<file path="src/rtl/rop_frag_serializer.sv">
// rop_frag_serializer
//   Input stage of the ROP unit. Warp-wide requests (thread mask plus per-lane
//   position/color/depth/backface) are queued in a small FIFO and then split
//   into one single-fragment transaction per active lane, lowest lane first.
//   Fragments go on to the depth/stencil test stage.
//
// Ports
//   clk, reset            : rising-edge clock, asynchronous active-low reset
//   req_*                 : request channel (tmask + flat per-lane vectors)
//   frag_*                : fragment channel (selected lane's data, lane index,
//                           last-of-request flag)
//   perf_reqs/frags/stalls: event counters, present only when the macro
//                           ROP_FRAG_PERF_EN is defined (tied to 0 otherwise)
//   dbg_state             : serializer state (0 = IDLE, 1 = EMIT)
//
// Handshake: on both channels a transfer happens on a rising edge where
// valid && ready. A producer holds valid and its data stable until the
// transfer; ready never depends combinationally on the same channel's valid.
module rop_frag_serializer #(
  parameter int NUM_LANES  = 4,
  parameter int QUEUE_SIZE = 4,
  parameter int DIM_BITS   = 12,
  parameter int DEPTH_BITS = 24,
  localparam int LANE_W    = (NUM_LANES > 1) ? $clog2(NUM_LANES) : 1
) (
  input  logic                             clk,
  input  logic                             reset,
  input  logic                             req_valid,
  output logic                             req_ready,
  input  logic [NUM_LANES-1:0]             req_tmask,
  input  logic [NUM_LANES*DIM_BITS-1:0]    req_pos_x,
  input  logic [NUM_LANES*DIM_BITS-1:0]    req_pos_y,
  input  logic [NUM_LANES*32-1:0]          req_color,
  input  logic [NUM_LANES*DEPTH_BITS-1:0]  req_depth,
  input  logic [NUM_LANES-1:0]             req_backface,
  output logic                             frag_valid,
  input  logic                             frag_ready,
  output logic [DIM_BITS-1:0]              frag_pos_x,
  output logic [DIM_BITS-1:0]              frag_pos_y,
  output logic [31:0]                      frag_color,
  output logic [DEPTH_BITS-1:0]            frag_depth,
  output logic                             frag_backface,
  output logic [LANE_W-1:0]                frag_lane,
  output logic                             frag_last,
  output logic [31:0]                      perf_reqs,
  output logic [31:0]                      perf_frags,
  output logic [31:0]                      perf_stalls,
  output logic                             dbg_state
);

  localparam int PTR_W = $clog2(QUEUE_SIZE);

  typedef enum logic [0:0] {S_IDLE = 1'b0, S_EMIT = 1'b1} state_t;

  // Request FIFO storage (data only, no reset needed)
  logic [NUM_LANES-1:0]            q_tmask    [QUEUE_SIZE];
  logic [NUM_LANES*DIM_BITS-1:0]   q_pos_x    [QUEUE_SIZE];
  logic [NUM_LANES*DIM_BITS-1:0]   q_pos_y    [QUEUE_SIZE];
  logic [NUM_LANES*32-1:0]         q_color    [QUEUE_SIZE];
  logic [NUM_LANES*DEPTH_BITS-1:0] q_depth    [QUEUE_SIZE];
  logic [NUM_LANES-1:0]            q_backface [QUEUE_SIZE];

  // Pointers carry one extra wrap bit so full and empty are distinguishable
  logic [PTR_W:0]   wr_ptr, rd_ptr;
  logic [PTR_W-1:0] wr_idx, rd_idx;
  logic             fifo_empty, fifo_full, push, pop;

  // Current entry being serialized
  state_t                          state;
  logic [NUM_LANES-1:0]            rem_mask;
  logic [NUM_LANES*DIM_BITS-1:0]   cur_pos_x, cur_pos_y;
  logic [NUM_LANES*32-1:0]         cur_color;
  logic [NUM_LANES*DEPTH_BITS-1:0] cur_depth;
  logic [NUM_LANES-1:0]            cur_backface;

  logic [LANE_W-1:0]    lane_sel;
  logic [NUM_LANES-1:0] rem_next;
  logic                 last_frag, fire;

  assign wr_idx     = wr_ptr[PTR_W-1:0];
  assign rd_idx     = rd_ptr[PTR_W-1:0];
  assign fifo_empty = (wr_ptr == rd_ptr);
  assign fifo_full  = (wr_ptr[PTR_W] != rd_ptr[PTR_W]) && (wr_idx == rd_idx);

  // A full FIFO refuses the push even if it is popped this same cycle
  assign req_ready = !fifo_full;
  assign push      = req_valid && !fifo_full;

  assign frag_valid = (state == S_EMIT);
  assign fire       = frag_valid && frag_ready;
  assign dbg_state  = (state == S_EMIT);

  // Clearing the lowest set bit: x & (x - 1)
  assign rem_next  = rem_mask & (rem_mask - NUM_LANES'(1));
  assign last_frag = (rem_next == '0);
  assign frag_last = frag_valid && last_frag;
  assign frag_lane = lane_sel;

  // Pop from IDLE whenever something is queued, or on the final handshake of
  // the current entry so consecutive requests stream without a bubble.
  assign pop = !fifo_empty && ((state == S_IDLE) || (fire && last_frag));

  // Lowest set bit of rem_mask (descending scan so the lowest wins)
  always_comb begin
    lane_sel = '0;
    for (int i = NUM_LANES - 1; i >= 0; i--) begin
      if (rem_mask[i]) lane_sel = LANE_W'(i);
    end
  end

  always_comb begin
    frag_pos_x    = '0;
    frag_pos_y    = '0;
    frag_color    = '0;
    frag_depth    = '0;
    frag_backface = 1'b0;
    for (int i = 0; i < NUM_LANES; i++) begin
      if (lane_sel == LANE_W'(i)) begin
        frag_pos_x    = cur_pos_x[i*DIM_BITS +: DIM_BITS];
        frag_pos_y    = cur_pos_y[i*DIM_BITS +: DIM_BITS];
        frag_color    = cur_color[i*32 +: 32];
        frag_depth    = cur_depth[i*DEPTH_BITS +: DEPTH_BITS];
        frag_backface = cur_backface[i];
      end
    end
  end

  always_ff @(posedge clk) begin
    if (push) begin
      q_tmask[wr_idx]    <= req_tmask;
      q_pos_x[wr_idx]    <= req_pos_x;
      q_pos_y[wr_idx]    <= req_pos_y;
      q_color[wr_idx]    <= req_color;
      q_depth[wr_idx]    <= req_depth;
      q_backface[wr_idx] <= req_backface;
    end
  end

  always_ff @(posedge clk or negedge reset) begin
    if (!reset) begin
      wr_ptr       <= '0;
      rd_ptr       <= '0;
      state        <= S_IDLE;
      rem_mask     <= '0;
      cur_pos_x    <= '0;
      cur_pos_y    <= '0;
      cur_color    <= '0;
      cur_depth    <= '0;
      cur_backface <= '0;
    end else begin
      if (push) wr_ptr <= wr_ptr + (PTR_W+1)'(1);
      if (pop) begin
        rd_ptr       <= rd_ptr + (PTR_W+1)'(1);
        rem_mask     <= q_tmask[rd_idx];
        cur_pos_x    <= q_pos_x[rd_idx];
        cur_pos_y    <= q_pos_y[rd_idx];
        cur_color    <= q_color[rd_idx];
        cur_depth    <= q_depth[rd_idx];
        cur_backface <= q_backface[rd_idx];
        // An empty-mask request is consumed without emitting anything
        state        <= (q_tmask[rd_idx] != '0) ? S_EMIT : S_IDLE;
      end else if (fire) begin
        rem_mask <= rem_next;
        if (last_frag) state <= S_IDLE;
      end
    end
  end

`ifdef ROP_FRAG_PERF_EN
  logic [31:0] perf_reqs_q, perf_frags_q, perf_stalls_q;

  always_ff @(posedge clk or negedge reset) begin
    if (!reset) begin
      perf_reqs_q   <= '0;
      perf_frags_q  <= '0;
      perf_stalls_q <= '0;
    end else begin
      if (push)                       perf_reqs_q   <= perf_reqs_q + 32'd1;
      if (fire)                       perf_frags_q  <= perf_frags_q + 32'd1;
      if (frag_valid && !frag_ready)  perf_stalls_q <= perf_stalls_q + 32'd1;
    end
  end

  assign perf_reqs   = perf_reqs_q;
  assign perf_frags  = perf_frags_q;
  assign perf_stalls = perf_stalls_q;
`else
  assign perf_reqs   = '0;
  assign perf_frags  = '0;
  assign perf_stalls = '0;
`endif

endmodule
</file>
<file path="config.mk">
export PLATFORM = sky130hd
export DESIGN_NAME = rop_frag_serializer
export DESIGN_NICKNAME = d
export VERILOG_FILES = /design/src/rtl/rop_frag_serializer.sv
export SDC_FILE = /design/constraint.sdc
export NUM_CORES = 1
export LEC_CHECK = 0
export ABC_AREA = 1
export CORE_UTILIZATION = 50
export CTS_CLUSTER_SIZE = 16
export DETAILED_ROUTE_END_ITERATION = 8
export HOLD_SLACK_MARGIN = 0.03
export PLACE_DENSITY = 0.66
export SLEW_MARGIN = 0
export SYNTH_ARGS = -nofsm -noshare
export SYNTH_HDL_FRONTEND = slang
export SYNTH_SLANG_ARGS = --single-unit
export TNS_END_PERCENT = 5
</file>
<file path="constraint.sdc">
create_clock -name clk -period 46.7 [get_ports clk]
set_input_delay 4.67 -clock clk [delete_from_list [all_inputs] [get_ports clk]]
set_output_delay 4.67 -clock clk [all_outputs]
set_load 0.01 [all_outputs]
</file>
==> results.ini, run 1 <==
[critical_path]
reg2reg_depth=9
r2r-start=rd_ptr[0]$_DFFE_PN0P_
r2r_end=q_color[2][8]$_DFFE_PP_
reg2reg_setup_slack_ps=41170
crit_path_end_kind=output pin
cp.required_ps=42030
crit_fanout=48
critPathLaunchType=register
worstSetupStartpoint=rem_mask[1]$_DFFE_PN0P_
path_class=register to output pin
endpoint=frag_color[13]
arrival_ps=4110

[timing]
fin_setup_tns_ps=0
hold_viol=0
slew_headroom_pct=20.7
fin_crit_sh_pct=18.8
tightest_slew_ps=1190
setup_ws_ps=37920
slew_viol_final=0
setup_violations=0
post-route-min-period_ps=8780
fmax_mhz=114
grt_setup_unrepaired=no
finClkSkew_ps=26.9

[finish]
area_delta_synth_final_pct=16.5
regArea_mm2=0.0478
layout_common_cells=nand2_1, edfxtp_1, o21ai_0
finish.net_count=5837
fin_cells=7312
multi_input_area_mm2=0.0140
final_common_cell=nand2_1
n_fill_cell=9988
drive_gt1_share_pct=5.62

[grt]
antenna_found_initial=61
grt_pass1_wl_um=251000
first_global_vias=38800
grt_max_degree=234
grt-ovfl-total=0
grt_util_all_layers_pct=26.4

[place]
dpl.cell_count=6981
portBuffers=418
pre_cts_ws_ps=37680
place.gp.congestion=0.833
dp_hpwl_um=98400

[flow_run]
maxCapViolCount=0

[synthesis]
synth-seq-cells=1647
synthFlopType=edfxtp_1
synth-edff-count=1312
avgSynthCellArea_um2=12.3
synth-async-reset-ratio_pct=20.3
netlist_area_mm2=0.0636
netlist_instances=5188
synth_warnings=0
synth.distinct_cells=23
ys_seq_area_share_pct=75.1

[cts]
insertion_delay_ps=790
cts-htree-levels=4
cts_setup_buffers=0
cts_resized=0
clkTransAtPathRegs_ps=60
max-clock-path-buffers=3
root_buffer=clkbuf_16
cts_buffers=167
hold_buffers=0
cts_tree=done
cts_sinks=1647

[drt]
drt_iter0_drc=3998
viasPerCell=5.63
routedWlPerCell_um=23.4
ant_nets=0
route.detailed.drc=0
wl_um=171000
vias=41200
drt_pass1_iterations=6

[floorplanning]
die_w_um=359
core_mm2=0.126
start_util_pct=50.5
die_area_mm2=0.129
rows=130
die_h_um=359
ios=515

[run_status]
status=finished, final reports clean

[power]
leakage_nw=27.3
powerDensity_mw_per_mm2=72.2
max-vdd-ir-drop_v=0.0000714

[hold_path]
worstHoldPathType=register to register

-- kinds of logic after synthesis --
kind of cell               synth area share (%)
and+or+nand+nor                            12.8
adders and majority gates                0.0983
DFF                                        75.1
xor gates and xnor gates                 0.0688
buffers and inverters                      3.56
AOI/OAI and AO/OA                          8.34
other                                   0.00589
-- worst min-delay path by stage --
stage / from / end / slack [ps] / depth (start not counted)
floorplan: cur_color[100]$_DFFE_PN0P_ / cur_color[100]$_DFFE_PN0P_ / 450 / 2
global placement: cur_depth[21]$_DFFE_PN0P_ / cur_depth[21]$_DFFE_PN0P_ / 460 / 2
detailed placement: cur_pos_y[23]$_DFFE_PN0P_ / cur_pos_y[23]$_DFFE_PN0P_ / 470 / 2
CTS: cur_pos_y[5]$_DFFE_PN0P_ / cur_pos_y[5]$_DFFE_PN0P_ / 480 / 2
global route: cur_depth[6]$_DFFE_PN0P_ / cur_depth[6]$_DFFE_PN0P_ / 490 / 2
finish: cur_pos_y[23]$_DFFE_PN0P_ / cur_pos_y[23]$_DFFE_PN0P_ / 480 / 2
-- layout make-up --
class	instances	area share [%]
sequential	1647	64.5
timing repair buffer	468	6.28
inverter	20	0.135
clock buffer	234	6.35
antenna	21	0.0709
multi-input combinational	3196	18.9
tap	1650	2.79
clock inverter	76	1.00
-- power by group --
group / leakage [nW] / internal [mW] / switching [mW]
Clock: 2.67 / 0.771 / 0.554
Combinational: 8.43 / 0.545 / 1.32
Sequential: 16.2 / 2.01 / 0.147
-- layer usage --
layer	up-vias	wire length, µm	global-route usage [%]
met5	-	271	0
met4	44	3580	7.31
met3	274	14800	6.46
met2	1645	79000	40.4
met1	20500	73300	38.0
li1	18700	-	-
-- sequential cells by signal (all words and copies together) (netlist names) --
signal        cells
cur_backface      4
rem_mask          4
q_pos_y         192
q_backface       16
q_depth         384
cur_pos_x        48
dbg_state         1
q_tmask          16
cur_pos_y        48
q_pos_x         192
wr_ptr            3
q_color         512
cur_depth        96
rd_ptr            3
cur_color       128
-- critical path, cell delays in order, from the launching register on --
cell and delay [ps]:
dfrtp_1 430, inv_1 100, nor2_4 840, buf_4 810
nand2_1 100, nand4_1 130, clkdlybuf4s50_1 860
-- cell usage after synthesis (5+ instances only) --
library cell / number / area [µm²]
buf_2: 81 / 405
o22ai_1: 324 / 2030
dfrtp_1: 335 / 8380
buf_4: 109 / 818
nor2_1: 658 / 2470
buf_6: 14 / 158
nand2_1: 1349 / 5060
edfxtp_1: 1312 / 39400
ha_1: 5 / 62.6
clkbuf_1: 215 / 807
o21ai_0: 654 / 3270
nand4_1: 82 / 513
inv_1: 17 / 63.8
nand3_1: 17 / 85.1
-- through the flow --
stage	hold slack (ps)	cell area [µm²]	total power [mW]	util, %
floorplan	449	64000	3.44	-
global placement	462	68600	4.02	54.5
detailed placement	465	68600	4.05	54.5
CTS	481	74100	5.38	58.8
global route	488	74100	5.64	58.8
finish	475	74100	5.35	58.9
(Power assumes the default switching activity.)
==> run 2, diff against run 1 <==
Clock period 46.7 ns to 8.6 ns, I/O delays scaled along.
==> results.ini, run 2 (same netlist as run 1, synthesis figures left out) <==
[floorplanning]
die_area_mm2=0.129  ; unchanged
die_w_um=359  ; unchanged
die_h_um=359  ; unchanged
rows=130  ; unchanged
ios=515  ; unchanged
start_util_pct=50.5  ; unchanged
core_mm2=0.126  ; unchanged

[grt]
grt_util_all_layers_pct=25.8  ; was 26.4%
antenna_found_initial=62  ; was 61
grt_max_degree=221  ; was 234
grt-ovfl-total=0  ; unchanged
first_global_vias=38500  ; was 38,800
grt_pass1_wl_um=248000  ; was 251,000 µm

[finish]
largest_register_ffs=512  ; unchanged
regArea_mm2=0.0478  ; unchanged
n_fill_cell=10100  ; was 9,988
multi_input_area_mm2=0.0140  ; unchanged
drive_gt1_share_pct=5.44  ; was 5.62%
regMostFlops=q_color  ; unchanged
fin_area_mm2=0.0743  ; was 0.0741 mm²
finish.net_count=5837  ; unchanged
reg_top3=q_color: 512 flops, q_depth: 384 flops  ; unchanged
final_common_cell=nand2_1  ; unchanged
area_delta_synth_final_pct=16.7  ; was 16.5%
layout_common_cells=nand2_1, edfxtp_1, o21ai_0  ; unchanged

[power]
leakage_nw=27.3  ; about the same
max-vdd-ir-drop_v=0.000404  ; was 0.0000714 V
powerDensity_mw_per_mm2=391  ; was 72.2 mW/mm²
p_total_mw=29.1  ; was 5.35 mW

[timing]
slew_headroom_pct=16.4  ; was 20.7%
fin_setup_tns_ps=0  ; unchanged
hold_viol=0  ; unchanged
setup_violations=0  ; unchanged
grt_setup_unrepaired=no  ; unchanged
slew_viol_final=0  ; unchanged
tightest_slew_ps=1250  ; was 1190 ps
fin_crit_sh_pct=57.4
post-route-min-period_ps=4930
setup_ws_ps=3670  ; was 37,920 ps
finClkSkew_ps=39.4  ; was 26.9 ps
fmax_mhz=203

[cts]
clkTransAtPathRegs_ps=60  ; about the same
cts_buffers=168  ; was 167
root_buffer=clkbuf_16  ; unchanged
cts-htree-levels=4  ; unchanged
cts_setup_buffers=0  ; unchanged
cts_tree=done  ; unchanged
cts_resized=0  ; unchanged
insertion_delay_ps=820  ; was 790 ps
max-clock-path-buffers=3  ; unchanged
cts_sinks=1647  ; unchanged

[place]
place.gp.congestion=0.818  ; was 0.833
placed_area_mm2=0.0687  ; was 0.0686 mm²
pre_cts_ws_ps=3990  ; was 37,680 ps
dp_hpwl_um=96600  ; was 98,400 µm
portBuffers=418  ; unchanged

[drt]
drt_iter0_drc=3937  ; was 3,998
route.detailed.drc=0  ; unchanged
vias=41000  ; was 41,200
viasPerCell=5.60  ; was 5.63
routedWlPerCell_um=22.9  ; was 23.4 µm
ant_nets=0  ; unchanged
wl_um=167000  ; was 171,000 µm
drt_pass1_iterations=6  ; unchanged

[critical_path]
worst-path-buf-inv=4  ; was 3
crit_fanout=81  ; was 48
cp_slowest_stage_delay_ps=850  ; was 860 ps
crit_top_cell=inv_1
crit_family=buffers and inverters  ; unchanged
path_class=register to output pin  ; unchanged
crit_path_end_kind=output pin  ; unchanged
critPathLaunchType=register  ; unchanged
slowest_stage=buf_4  ; was clkdlybuf4s50_1
arrival_ps=4070  ; was 4110 ps
cp.depth=9  ; was 6
cp_cell_sequence=inv_1 -> nor2_1 -> o21ai_0 -> inv_1 -> nor2_4 -> buf_4 -> nand2_1 -> nand4_1 -> clkdlybuf4s50_1  ; was inv_1 -> nor2_4 -> buf_4 -> nand2_1 -> nand4_1 -> clkdlybuf4s50_1
reg2reg_depth=9  ; unchanged
cp.required_ps=7740  ; was 42,030 ps

[run_status]
status=finished, final reports clean  ; unchanged

[flow_run]
maxCapViolCount=0  ; unchanged

[hold_path]
worstHoldPathType=register to register  ; unchanged
whs_path_depth=2  ; unchanged

==> run 2: changes by cell type in the layout (fill, tap and decap cells not counted), moves of 6 or more <==
cell and change:
clkinv_1 +6, inv_16 +6, inv_6 -6, clkbuf_1 +9
buf_4 -7
==> run 2: power breakdown <==
part | internal [mW] | leakage, nW | switching [mW]
clock network | 4.16 | 2.69 | 3.10
registers | 10.9 | 16.2 | 0.863
logic | 2.97 | 8.45 | 7.03
total | 18.1 | 27.3 | 11.0
==> run 2: final timing paths <==
kind / endpoint / start / slack, ps
worst max-delay path: frag_color[14] / rem_mask[3]$_DFFE_PN0P_ / 3670
worst min-delay path: cur_pos_y[21]$_DFFE_PN0P_ / cur_pos_y[21]$_DFFE_PN0P_ / 480
worst max register to register: cur_color[93]$_DFFE_PN0P_ / rd_ptr[0]$_DFFE_PN0P_ / 4030
worst min register to register: cur_pos_y[21]$_DFFE_PN0P_ / cur_pos_y[21]$_DFFE_PN0P_ / 480
max in group asynchronous: cur_pos_y[35]$_DFFE_PN0P_ / reset / 6440
min in group asynchronous: cur_pos_x[17]$_DFFE_PN0P_ / reset / 650
==> run 2: cell type report <==
class	count	area share, %
Sequential cell	1647	64.4
Clock buffer	236	6.22
Clock inverter	81	1.24
Tap cell	1650	2.78
Timing Repair Buffer	467	6.34
Multi-Input combinational cell	3196	18.9
Antenna cell	21	0.0708
Inverter	20	0.135
==> run 2: metal layers <==
layer  GRT usage (%)  routed length (µm)
met5               0                 347
met2            38.7               77000
met1            37.9               72800
met3            5.83               13600
met4            7.58                3540
==> run 2: metrics by stage <==
stage / hold slack, ps / utilization, % / instances
2_1_floorplan: 449 / - / 5283
3_3_place_gp: 462 / 54.5 / 6979
3_5_place_dp: 465 / 54.5 / 6979
4_1_cts: 481 / 58.9 / 7297
5_1_grt: 491 / 59.0 / 7307
6_report: 477 / 59.0 / 7318
==> run 2: timing repair <==
item / 4_1_cts / 5_1_grt
endpoints found under the setup margin: 0 / 0
hold buffers: 1 / 0
endpoints found under the hold margin: 21 / 0
==> run 2: worst register-to-register path: cells and delay by family, from the launching register on <==
family	cells	cell delay, ps
AO/OA/AOI/OAI	1	190
flip-flops	1	770
buffers and inverters	3	2370
AND/OR/NAND/NOR	5	1170
